## src/rtl/div_unit_pipelined.sv

```systemverilog
// Queued RISC-V integer divide unit: in-order input queue, radix-2 early-terminating
// restoring divider, div/rem result reuse, and a done/ack writeback handshake.
module div_unit_pipelined #(
    parameter int DATA_WIDTH  = 32,
    parameter int QUEUE_DEPTH = 2,
    parameter int ID_WIDTH    = 3,
    parameter int ADDR_WIDTH  = 5
) (
    input  logic                  clk,
    input  logic                  rst,
    input  logic                  issue_valid,
    output logic                  issue_ready,
    input  logic [1:0]            issue_fn,
    input  logic [DATA_WIDTH-1:0] issue_rs1,
    input  logic [DATA_WIDTH-1:0] issue_rs2,
    input  logic [ADDR_WIDTH-1:0] issue_rs1_addr,
    input  logic [ADDR_WIDTH-1:0] issue_rs2_addr,
    input  logic [ADDR_WIDTH-1:0] issue_rd_addr,
    input  logic [ID_WIDTH-1:0]   issue_id,
    input  logic                  rd_write_valid,
    input  logic [ADDR_WIDTH-1:0] rd_write_addr,
    input  logic                  flush,
    output logic                  wb_done,
    output logic [ID_WIDTH-1:0]   wb_id,
    output logic [DATA_WIDTH-1:0] wb_rd,
    input  logic                  wb_ack
);

    localparam int CLZ_W = $clog2(DATA_WIDTH) + 1;
    localparam int PTR_W = (QUEUE_DEPTH > 1) ? $clog2(QUEUE_DEPTH) : 1;
    localparam int CNT_W = $clog2(QUEUE_DEPTH + 1);

    typedef struct packed {
        logic [DATA_WIDTH-1:0] dividend;
        logic [DATA_WIDTH-1:0] divisor;
        logic [CLZ_W-1:0]      dividend_clz;
        logic [CLZ_W-1:0]      divisor_clz;
        logic                  divisor_is_zero;
        logic                  remainder_op;
        logic                  negate_result;
        logic                  reuse;
        logic [ID_WIDTH-1:0]   id;
    } entry_t;

    typedef enum logic [1:0] {IDLE, DIVIDE, DONE} state_t;

    function automatic logic [CLZ_W-1:0] clz(input logic [DATA_WIDTH-1:0] v);
        clz = CLZ_W'(DATA_WIDTH);
        for (int i = 0; i < DATA_WIDTH; i++) begin
            if (v[i]) clz = CLZ_W'(DATA_WIDTH - 1 - i);
        end
    endfunction

    state_t                state, next_state;
    entry_t                queue_mem [QUEUE_DEPTH];
    entry_t                new_entry, head;
    logic [PTR_W-1:0]      wr_ptr, rd_ptr;
    logic [CNT_W-1:0]      count;
    logic                  push, pop;
    logic                  tag_valid, tag_unsigned, tag_hit;
    logic [ADDR_WIDTH-1:0] tag_rs1, tag_rs2;
    logic                  rs1_neg, rs2_neg;
    logic [DATA_WIDTH-1:0] quot, rem, div_shift, selected;
    logic [CLZ_W-1:0]      iter_count, head_k, head_shift;
    logic                  out_rem_op, out_negate;
    logic [ID_WIDTH-1:0]   out_id;

    assign issue_ready = (count != CNT_W'(QUEUE_DEPTH));
    assign push        = issue_valid & issue_ready & ~flush;
    assign pop         = ~flush & (count != '0) &
                         ((state == IDLE) | ((state == DONE) & wb_ack));
    assign head        = queue_mem[rd_ptr];

    assign tag_hit = tag_valid & (tag_rs1 == issue_rs1_addr) &
                     (tag_rs2 == issue_rs2_addr) & (tag_unsigned == issue_fn[0]);

    // Operands are stored as unsigned magnitudes; the sign is folded into negate_result.
    always_comb begin
        rs1_neg                   = ~issue_fn[0] & issue_rs1[DATA_WIDTH-1];
        rs2_neg                   = ~issue_fn[0] & issue_rs2[DATA_WIDTH-1];
        new_entry                 = '0;
        new_entry.dividend        = rs1_neg ? ('0 - issue_rs1) : issue_rs1;
        new_entry.divisor         = rs2_neg ? ('0 - issue_rs2) : issue_rs2;
        new_entry.dividend_clz    = clz(new_entry.dividend);
        new_entry.divisor_clz     = clz(new_entry.divisor);
        new_entry.divisor_is_zero = (issue_rs2 == '0);
        new_entry.remainder_op    = issue_fn[1];
        new_entry.negate_result   = issue_fn[1] ? rs1_neg
                                    : ((rs1_neg ^ rs2_neg) & ~new_entry.divisor_is_zero);
        new_entry.reuse           = tag_hit;
        new_entry.id              = issue_id;
    end

    always_ff @(posedge clk) begin
        if (push) queue_mem[wr_ptr] <= new_entry;
    end

    always_ff @(posedge clk or posedge rst) begin
        if (rst) begin
            wr_ptr <= '0;
            rd_ptr <= '0;
            count  <= '0;
        end else if (flush) begin
            wr_ptr <= '0;
            rd_ptr <= '0;
            count  <= '0;
        end else begin
            if (push) wr_ptr <= (wr_ptr == PTR_W'(QUEUE_DEPTH - 1)) ? '0 : wr_ptr + PTR_W'(1);
            if (pop)  rd_ptr <= (rd_ptr == PTR_W'(QUEUE_DEPTH - 1)) ? '0 : rd_ptr + PTR_W'(1);
            count <= count + CNT_W'(push) - CNT_W'(pop);
        end
    end

    // A push that writes one of its own sources cannot be reused by its pair.
    always_ff @(posedge clk or posedge rst) begin
        if (rst) begin
            tag_valid    <= 1'b0;
            tag_unsigned <= 1'b0;
            tag_rs1      <= '0;
            tag_rs2      <= '0;
        end else if (flush) begin
            tag_valid <= 1'b0;
        end else if (push) begin
            tag_valid    <= (issue_rd_addr != issue_rs1_addr) && (issue_rd_addr != issue_rs2_addr);
            tag_unsigned <= issue_fn[0];
            tag_rs1      <= issue_rs1_addr;
            tag_rs2      <= issue_rs2_addr;
        end else if (rd_write_valid && (rd_write_addr == tag_rs1 || rd_write_addr == tag_rs2)) begin
            tag_valid <= 1'b0;
        end
    end

    // Short cases (zero divisor, dividend < divisor) still take one step so timing is uniform.
    always_comb begin
        head_k = '0;
        if (head.divisor_is_zero || (head.dividend_clz > head.divisor_clz))
            head_k = CLZ_W'(1);
        else
            head_k = head.divisor_clz - head.dividend_clz + CLZ_W'(1);
        head_shift = head_k - CLZ_W'(1);
    end

    always_comb begin
        next_state = state;
        case (state)
            IDLE:    if (pop) next_state = head.reuse ? DONE : DIVIDE;
            DIVIDE:  if (iter_count == CLZ_W'(1)) next_state = DONE;
            DONE:    if (wb_ack) next_state = pop ? (head.reuse ? DONE : DIVIDE) : IDLE;
            default: next_state = IDLE;
        endcase
        if (flush) next_state = IDLE;
    end

    always_ff @(posedge clk or posedge rst) begin
        if (rst) state <= IDLE;
        else     state <= next_state;
    end

    always_ff @(posedge clk or posedge rst) begin
        if (rst) begin
            quot       <= '0;
            rem        <= '0;
            div_shift  <= '0;
            iter_count <= '0;
            out_id     <= '0;
            out_rem_op <= 1'b0;
            out_negate <= 1'b0;
        end else if (pop) begin
            out_id     <= head.id;
            out_rem_op <= head.remainder_op;
            out_negate <= head.negate_result;
            if (!head.reuse) begin
                rem        <= head.dividend;
                quot       <= head.divisor_is_zero ? '1 : '0;
                div_shift  <= head.divisor << head_shift;
                iter_count <= head_k;
            end
        end else if (state == DIVIDE && !flush) begin
            if (rem >= div_shift) begin
                rem  <= rem - div_shift;
                quot <= {quot[DATA_WIDTH-2:0], 1'b1};
            end else begin
                quot <= {quot[DATA_WIDTH-2:0], 1'b0};
            end
            div_shift  <= div_shift >> 1;
            iter_count <= iter_count - CLZ_W'(1);
        end
    end

    assign selected = out_rem_op ? rem : quot;
    assign wb_rd    = out_negate ? ('0 - selected) : selected;
    assign wb_id    = out_id;
    assign wb_done  = (state == DONE);

endmodule

```

## config.mk

```make
export PLATFORM = sky130hd
export DESIGN_NAME = div_unit_pipelined
export DESIGN_NICKNAME = d
export VERILOG_FILES = /design/src/rtl/div_unit_pipelined.sv
export SDC_FILE = /design/constraint.sdc
export NUM_CORES = 1
export LEC_CHECK = 0
export ABC_AREA = 1
export BUFFER_PORTS_ARGS = -buffer_cell sky130_fd_sc_hd__buf_2
export CORE_MARGIN = 1.5
export CORE_UTILIZATION = 45
export CTS_BUF_LIST = sky130_fd_sc_hd__clkbuf_4 sky130_fd_sc_hd__clkbuf_8 sky130_fd_sc_hd__clkbuf_16
export DETAILED_ROUTE_END_ITERATION = 7
export HOLD_SLACK_MARGIN = 0.1
export PLACE_DENSITY = 0.69
export SLEW_MARGIN = 25
export SYNTH_ARGS = -nofsm -noshare
export SYNTH_HDL_FRONTEND = slang
export SYNTH_SLANG_ARGS = --single-unit
```

## constraint.sdc

```tcl
create_clock -name clk -period 13.2 [get_ports clk]
set_input_delay 1.32 -clock clk [delete_from_list [all_inputs] [get_ports clk]]
set_output_delay 1.32 -clock clk [all_outputs]
set_load 0.1 [all_outputs]
```

==> results.toml, run 1 <==
[status]
outcome = "complete, no violations"

[setup_path]
r2r_end = "div_shift[30]"
reg2reg_from = "rd_ptr"
crit_end = "wb_rd[30]"
r2r_setup_slack_ns = 7.47
critPathLaunchType = "flop"
critPathCaptureType = "primary output"
startpoint = "out_rem_op"
cp.required_ns = 11.88
path_max_fanout = 43
worstSetupPathType = "flop to primary output"
cp.arrival_ns = 4.49
reg2reg_depth = 22

[clock_tree]
cts.htree.levels = 2
cts_made_buffers = 34
post_cts_buffers = 0
ctsResizeCount = 0
clk_latency_ns = 0.55
clockRootBuffer = "clkbuf_16"
clkTransAtPathRegs_ns = 0.05
cts_buffer_depth = 3
holdBufCountCts = 0
cts_tree = "yes"
cts.sinks = 291

[layout]
fin_util_pct = 50.7
nets = 2652
diodes = 0
layout.cells.most_common_list = "nand2_1, inv_1, o21ai_0"
drive_above_1_share_pct = 12.8
syn2layout_area_growth_pct = 11.7
fin_area_sq_mm = 0.0212
final_common_cell = "nand2_1"
fill_cells = 3992

[floorplan]
rows = 75
die_height_um = 209
die_w_um = 209
ios = 132
start_util_pct = 45.4
core-area_sq_mm = 0.0419
fp.dieArea_sq_mm = 0.0435

[drt]
routed_wl_um = 50700
dr.pass1.iters = 5
routed_via_density = 5.32
wl_per_cell_um = 16.6
drt_iter0_markers = 1163
drc_errors = 0
ant_nets = 0
num_vias = 16300

[timing]
setup_viol = 0
holdWs_ns = 0.489
finalHoldViolations = 0
rsz0062_at_grt = "no"
slew_viol_final = 0
max_freq_ghz = 0.172
max-slew-margin-rel_pct = 33.3
max_slew.worst_pin.slew_ns = 1.00
finalCriticalPeriod_ns = 5.81
final.period_utilization_pct = 44.0
tns_ns = 0
fin_worst_skew_ns = 0.0280

[grt]
grt_pass1_vias = 15300
grt_usage_pct = 23.3
grt_antenna_before_repair = 0
overflow = 0
grt_pass1_wl_um = 80900
grt_max_degree = 96

[logic_synthesis]
syn_area_per_cell_sq_um = 7.87
synth_ff_type = "edfxtp_1"
yosysUniqueCellTypes = 65
synthArstFlopShare_pct = 43.0
synth_area_sq_mm = 0.0190
syn_nets = 2569
synth_edf_count = 166
syn_inst = 2415
ys_warn_count = 0
synth-seq-cells = 291
yosysSeqAreaShare_pct = 42.7

[place]
hpwl_um = 37600
globalplace.congestion = 0.949
io_buffers = 131
placed_area_sq_mm = 0.0201

[min_path]
hold_path_class = "flop to flop"

[run]
cap_violations = 0
## registers in the layout, indices dropped and copies added, names as in the netlist, 2 cells and up
name        count
iter_count      6
rem            32
quot           32
div_shift      32
queue_mem     166
state           2
tag_rs2         5
tag_rs1         5
wb_id           3
count           2
## area by class of cell
cell class,count,area [sq um],share of cell area [%]
clock inverter,15,183,0.860
sequential,291,8110,38.2
multi-input combinational,1680,9240,43.5
inverter,347,1310,6.15
clock buffer,45,963,4.54
tap,539,674,3.18
timing repair buffer,144,753,3.55
## cells in the mapped netlist, types with 14 or more instances
library cell	n	area [sq um]
o22ai_1	19	119
o21ai_0	293	1470
xnor2_1	24	210
a31oi_1	24	150
or2_2	47	294
nand4_1	16	100
clkbuf_1	75	282
o21ai_1	14	70.1
xor2_1	88	771
a21oi_1	115	576
buf_2	14	70.1
a22oi_1	15	113
nor2_1	179	672
nand3_1	61	305
mux2i_1	30	300
dfrtp_1	125	3130
ha_1	57	713
nor3_1	22	110
inv_1	336	1260
nand2_1	549	2060
edfxtp_1	166	4980
## routing by layer
metal  GRT usage, %  wire length, um
met5              0                0
met4           7.43             1330
met1           33.9            24300
met2           36.1            22500
met3           3.02             2620
## stage by stage
| step | setup WS (ns) | instances |
|---|---|---|
| final | 7.39 | 3061 |
| after detailed placement | 7.51 | 3001 |
| after global placement | 7.59 | 3001 |
| after floorplan | 7.20 | 2415 |
| after CTS | 7.37 | 3061 |
| after global routing | 6.85 | 3061 |
## critical path, stage by stage, from the launching register on
cell	delay [ns]
dfrtp_1	0.35
buf_4	0.40
nand2_1	0.12
o21ai_1	0.29
ha_1	0.24
inv_1	0.05
nor3_1	0.25
nand3_1	0.13
nor3_1	0.23
nand3_1	0.18
nor2_1	0.17
nand4_1	0.16
nor2_1	0.18
nand2_1	0.09
inv_1	0.07
nand2_1	0.07
o41ai_1	0.32
xor2_1	0.18
buf_2	0.44
## worst min path at each step
stage                     slack (ns)    startpoint            to  depth (start not counted)
after floorplan                 0.46  div_shift[0]  div_shift[0]                          2
after global placement          0.47    out_rem_op    out_rem_op                          2
after detailed placement        0.47      wb_id[1]      wb_id[1]                          2
after CTS                       0.49      wb_id[1]      wb_id[1]                          2
after global routing            0.53      wb_id[1]      wb_id[1]                          2
final                           0.49      wb_id[1]      wb_id[1]                          2
## kinds of logic after synthesis
group                    count (synthesis)  share of synthesized area, %
AND/OR/NAND/NOR                        928                          21.2
XOR/XNOR                               116                          5.50
multiplexers                            30                          1.58
AO/OA/AOI/OAI                          547                          16.1
buffers and inverters                  444                          8.93
adder cells (fa/ha/maj)                 59                          3.96
flip-flops                             291                          42.7
Power of run 1 is not shown: default switching activity piles up to over one toggle a cycle in this logic, so the estimate is an artifact.
==> run 2, diff against run 1 <==
==> constraint.sdc (replaced) <==
create_clock -name clk -period 5.85 [get_ports clk]
set_input_delay 0.585 -clock clk [delete_from_list [all_inputs] [get_ports clk]]
set_output_delay 0.585 -clock clk [all_outputs]
set_load 0.1 [all_outputs]
==> results.toml, run 2 (synthesized netlist as in run 1, its figures left out) <==
[drt]
routed_via_density = 5.33
drt_iter0_markers = 1306
drc_errors = 0
num_vias = 16400
ant_nets = 0
dr.pass1.iters = 5
wl_per_cell_um = 16.6
routed_wl_um = 51100

[timing]
final.period_utilization_pct = 83.3
max_freq_ghz = 0.205
rsz0062_at_grt = "no"
finalCriticalPeriod_ns = 4.87
max-slew-margin-rel_pct = 32.4
slew_viol_final = 0
holdWs_ns = 0.247
setup_viol = 0
finalHoldViolations = 0
max_slew.worst_pin.slew_ns = 1.01
fin_worst_skew_ns = 0.0155

[grt]
grt_max_degree = 92
grt_antenna_before_repair = 0
grt_pass1_wl_um = 80500
overflow = 0
grt_usage_pct = 23.2
grt_pass1_vias = 15200

[setup_path]
critPathLaunchType = "flop"
cp_top_family = "simple AND/OR/NAND/NOR gates"
critPathSlowestCell = "buf_2"
crit_top_cell = "nand2_1"
path_max_fanout = 44
cp.arrival_ns = 4.29
timing.critical_path.slowest_cell_delay_ns = 0.44
startpoint = "out_rem_op"
crit_buf_inv = 4
critPathCaptureType = "primary output"
worstSetupPathType = "flop to primary output"
worstPathCellList = "buf_4, nand2_1, o21ai_1, ha_1, inv_1, nor3_1, nand3_1, nor3_1, nand3_1, nor2_1, nand4_1, nor2_1, nand2_1, inv_1, nand2_1, o41ai_1, xor2_1, buf_2"
cp.required_ns = 5.27
reg2reg_from = "rd_ptr"

[floorplan]
rows = 75
core-area_sq_mm = 0.0419
die_height_um = 209
start_util_pct = 45.4
die_w_um = 209
ios = 132
fp.dieArea_sq_mm = 0.0435

[clock_tree]
ctsResizeCount = 0
cts.sinks = 291
holdBufCountCts = 1
cts.htree.levels = 2
clkTransAtPathRegs_ns = 0.06
cts_tree = "yes"
clk_latency_ns = 0.52
post_cts_buffers = 0
cts_made_buffers = 34
cts_buffer_depth = 3
clockRootBuffer = "clkbuf_16"

[layout]
final_common_cell = "nand2_1"
fill_cells = 3940
multi_input_area_sq_mm = 0.00923
layout.cells.most_common_list = "nand2_1, inv_1, o21ai_0"
largest_reg_flops = 166
syn2layout_area_growth_pct = 12.2
top_register = "queue_mem"
layout.cells.non_filler = 3071
nets = 2661
drive_above_1_share_pct = 13.0
diodes = 0
seqCellArea_sq_mm = 0.00811

[status]
outcome = "complete, no violations"

[run]
cap_violations = 0

[min_path]
hold_start = "issue_id[2]"
hold_path_class = "input pin to flop"

[place]
place_inst = 3009
io_buffers = 131
hpwl_um = 38200
globalplace.congestion = 0.934
run 2: final cells by class:
type / count / area share, %
Tap cell: 539 / 3.16
Multi-Input combinational cell: 1680 / 43.3
Sequential cell: 291 / 38.0
Clock buffer: 45 / 4.63
Timing Repair Buffer: 153 / 3.98
Clock inverter: 16 / 0.786
Inverter: 347 / 6.12
run 2: metal layers:
metal	part of all wire (%)	wire (um)	vias up	track usage, %
met5	0	0	-	0
met4	3.3	1680	0	8.00
met3	6.1	3120	92	3.38
met2	44	22600	489	35.8
met1	46	23600	7631	33.2
li1	-	-	8152	-
run 2: final timing paths:
| check | end | slack [ns] | cells after the start |
|---|---|---|---|
| setup / recovery | wb_rd[30] | 0.98 | 18 |
| hold / removal | queue_mem[1][2] | 0.25 | 1 |
| setup reg to reg | div_shift[19] | 1.27 | 19 |
| hold reg to reg | div_shift[27] | 0.52 | 2 |
| max in group asynchronous | rem[8] | 4.18 | 4 |
| min in group asynchronous | tag_rs1[3] | 0.59 | 3 |
run 2: metrics by stage:
step / instance area, sq um / worst slack [ns] / util, % / TNS (ns)
after floorplan: 19000 / -0.000723 / - / -0.120
after global placement: 20200 / 1.47 / 48.2 / 0
after detailed placement: 20200 / 1.38 / 48.2 / 0
after CTS: 21300 / 0.966 / 51.0 / 0
after global routing: 21300 / 0.645 / 51.0 / 0
final: 21300 / 0.977 / 51.0 / 0
Power of run 2 is left out for the same reason.
==> run 3, diff against run 2 <==
==> constraint.sdc (replaced) <==
create_clock -name clk -period 4.62 [get_ports clk]
set_input_delay 0.462 -clock clk [delete_from_list [all_inputs] [get_ports clk]]
set_output_delay 0.462 -clock clk [all_outputs]
set_load 0.1 [all_outputs]
==> results.toml, run 3 (synthesized netlist as in run 1, its figures left out) <==
[status]
outcome = "complete, no violations"

[setup_path]
cp.arrival_ns = 3.90
path_max_fanout = 13
reg2reg_from = "rd_ptr"
critPathLaunchType = "flop"
critPathCaptureType = "primary output"
r2r_end = "div_shift[20]"
r2r_setup_slack_ns = 0.44
reg2reg_depth = 19
cp.required_ns = 4.16
worstSetupPathType = "flop to primary output"

[timing]
rsz0062_at_grt = "yes"
max_freq_ghz = 0.229
max-slew-margin-rel_pct = 43.7
finalHoldViolations = 0
max_slew.worst_pin.slew_ns = 0.843
finalCriticalPeriod_ns = 4.36
slew_viol_final = 0
fin_worst_skew_ns = 0.0220
final.period_utilization_pct = 94.4
setup_viol = 0

[clock_tree]
clk_latency_ns = 0.53
cts_buffer_depth = 3
cts.sinks = 291
clkTransAtPathRegs_ns = 0.06
cts_tree = "yes"
clockRootBuffer = "clkbuf_16"
cts.htree.levels = 2
cts_made_buffers = 34

[floorplan]
die_height_um = 209
fp.dieArea_sq_mm = 0.0435
ios = 132
start_util_pct = 45.4
die_w_um = 209
core-area_sq_mm = 0.0419
rows = 75

[layout]
fin_area_sq_mm = 0.0217
drive_above_1_share_pct = 14.0
syn2layout_area_growth_pct = 14.1
nets = 2684
layout.cells.most_common_list = "nand2_1, inv_1, o21ai_0"
diodes = 0
top_register = "queue_mem"
largest_reg_flops = 166
final_common_cell = "nand2_1"

[grt]
grt_pass1_vias = 15400
grt_usage_pct = 23.1
grt_antenna_before_repair = 0
grt_max_degree = 75
grt_pass1_wl_um = 80200
overflow = 0

[drt]
dr.pass1.iters = 7
ant_nets = 0
num_vias = 16600
wl_per_cell_um = 16.5
routed_wl_um = 51000
drt_iter0_markers = 1221
drc_errors = 0
routed_via_density = 5.36

[place]
globalplace.congestion = 0.932
placed_area_sq_mm = 0.0205
io_buffers = 131
hpwl_um = 38400

[run]
cap_violations = 0

[min_path]
hold_path_class = "input pin to asynchronous set/reset pin"
==> run 3: layout make-up <==
cell class | instances | area [sq um]
Clock buffer | 42 | 923
Clock inverter | 19 | 238
Fill cell | 3977 | 20200
Inverter | 347 | 1310
Multi-Input combinational cell | 1680 | 9250
Sequential cell | 291 | 8120
Tap cell | 539 | 674
Timing Repair Buffer | 176 | 1170
==> run 3: through the flow <==
step	TNS, ns	hold slack [ns]	utilization, %	setup WS, ns	std cells
after floorplan	-204.30	0.457	-	-1.23	2415
after global placement	0	0.487	48.9	0.455	3029
after detailed placement	0	0.487	48.9	0.330	3029
after CTS	0	0.113	51.7	0.0138	3091
after global routing	-0.104	0.121	51.8	-0.0695	3094
final	0	0.0652	51.8	0.260	3094
==> run 3: worst max path at each step <==
stage                     from              end  slack (ns)  cells after the start
global route        out_rem_op        wb_rd[30]       -0.07                     16
detailed placement      rd_ptr    div_shift[21]        0.33                     22
global placement        rd_ptr    div_shift[29]        0.46                     22
finish              out_rem_op        wb_rd[30]        0.26                     16
floorplan             count[1]  queue_mem[0][0]       -1.23                      6
CTS                 out_rem_op        wb_rd[30]        0.01                     16
==> run 3: what timing repair did <==
item                                   4_1_cts  5_1_grt
setup endpoints to repair                    1        9
endpoints found under the hold margin        2        0
hold buffers                                 1        0
cloned                                       0        0
resized for setup                            1        7
setup buffers                                0        3
==> run 3: metal layers <==
metal / global-route usage [%] / vias to the layer above / wire length, um
met2: 35.8 / 504 / 22500
met3: 3.50 / 93 / 3190
met1: 32.8 / 7786 / 23800
li1: - / 8209 / -
met5: 0 / - / 0
met4: 8.00 / 0 / 1600
==> run 3: worst max-delay path, stage by stage (launching register included) <==
cell     delay, ns
dfrtp_2       0.50
o21ai_2       0.31
ha_1          0.20
inv_1         0.05
nor3_1        0.26
nand3_1       0.14
nor3_1        0.24
nand3_1       0.18
nor2_1        0.19
nand4_1       0.15
nor2_1        0.17
nand2_1       0.09
inv_1         0.08
nand2_1       0.09
o41ai_2       0.25
xor2_1        0.27
buf_12        0.21
Power of run 3 is left out for the same reason.
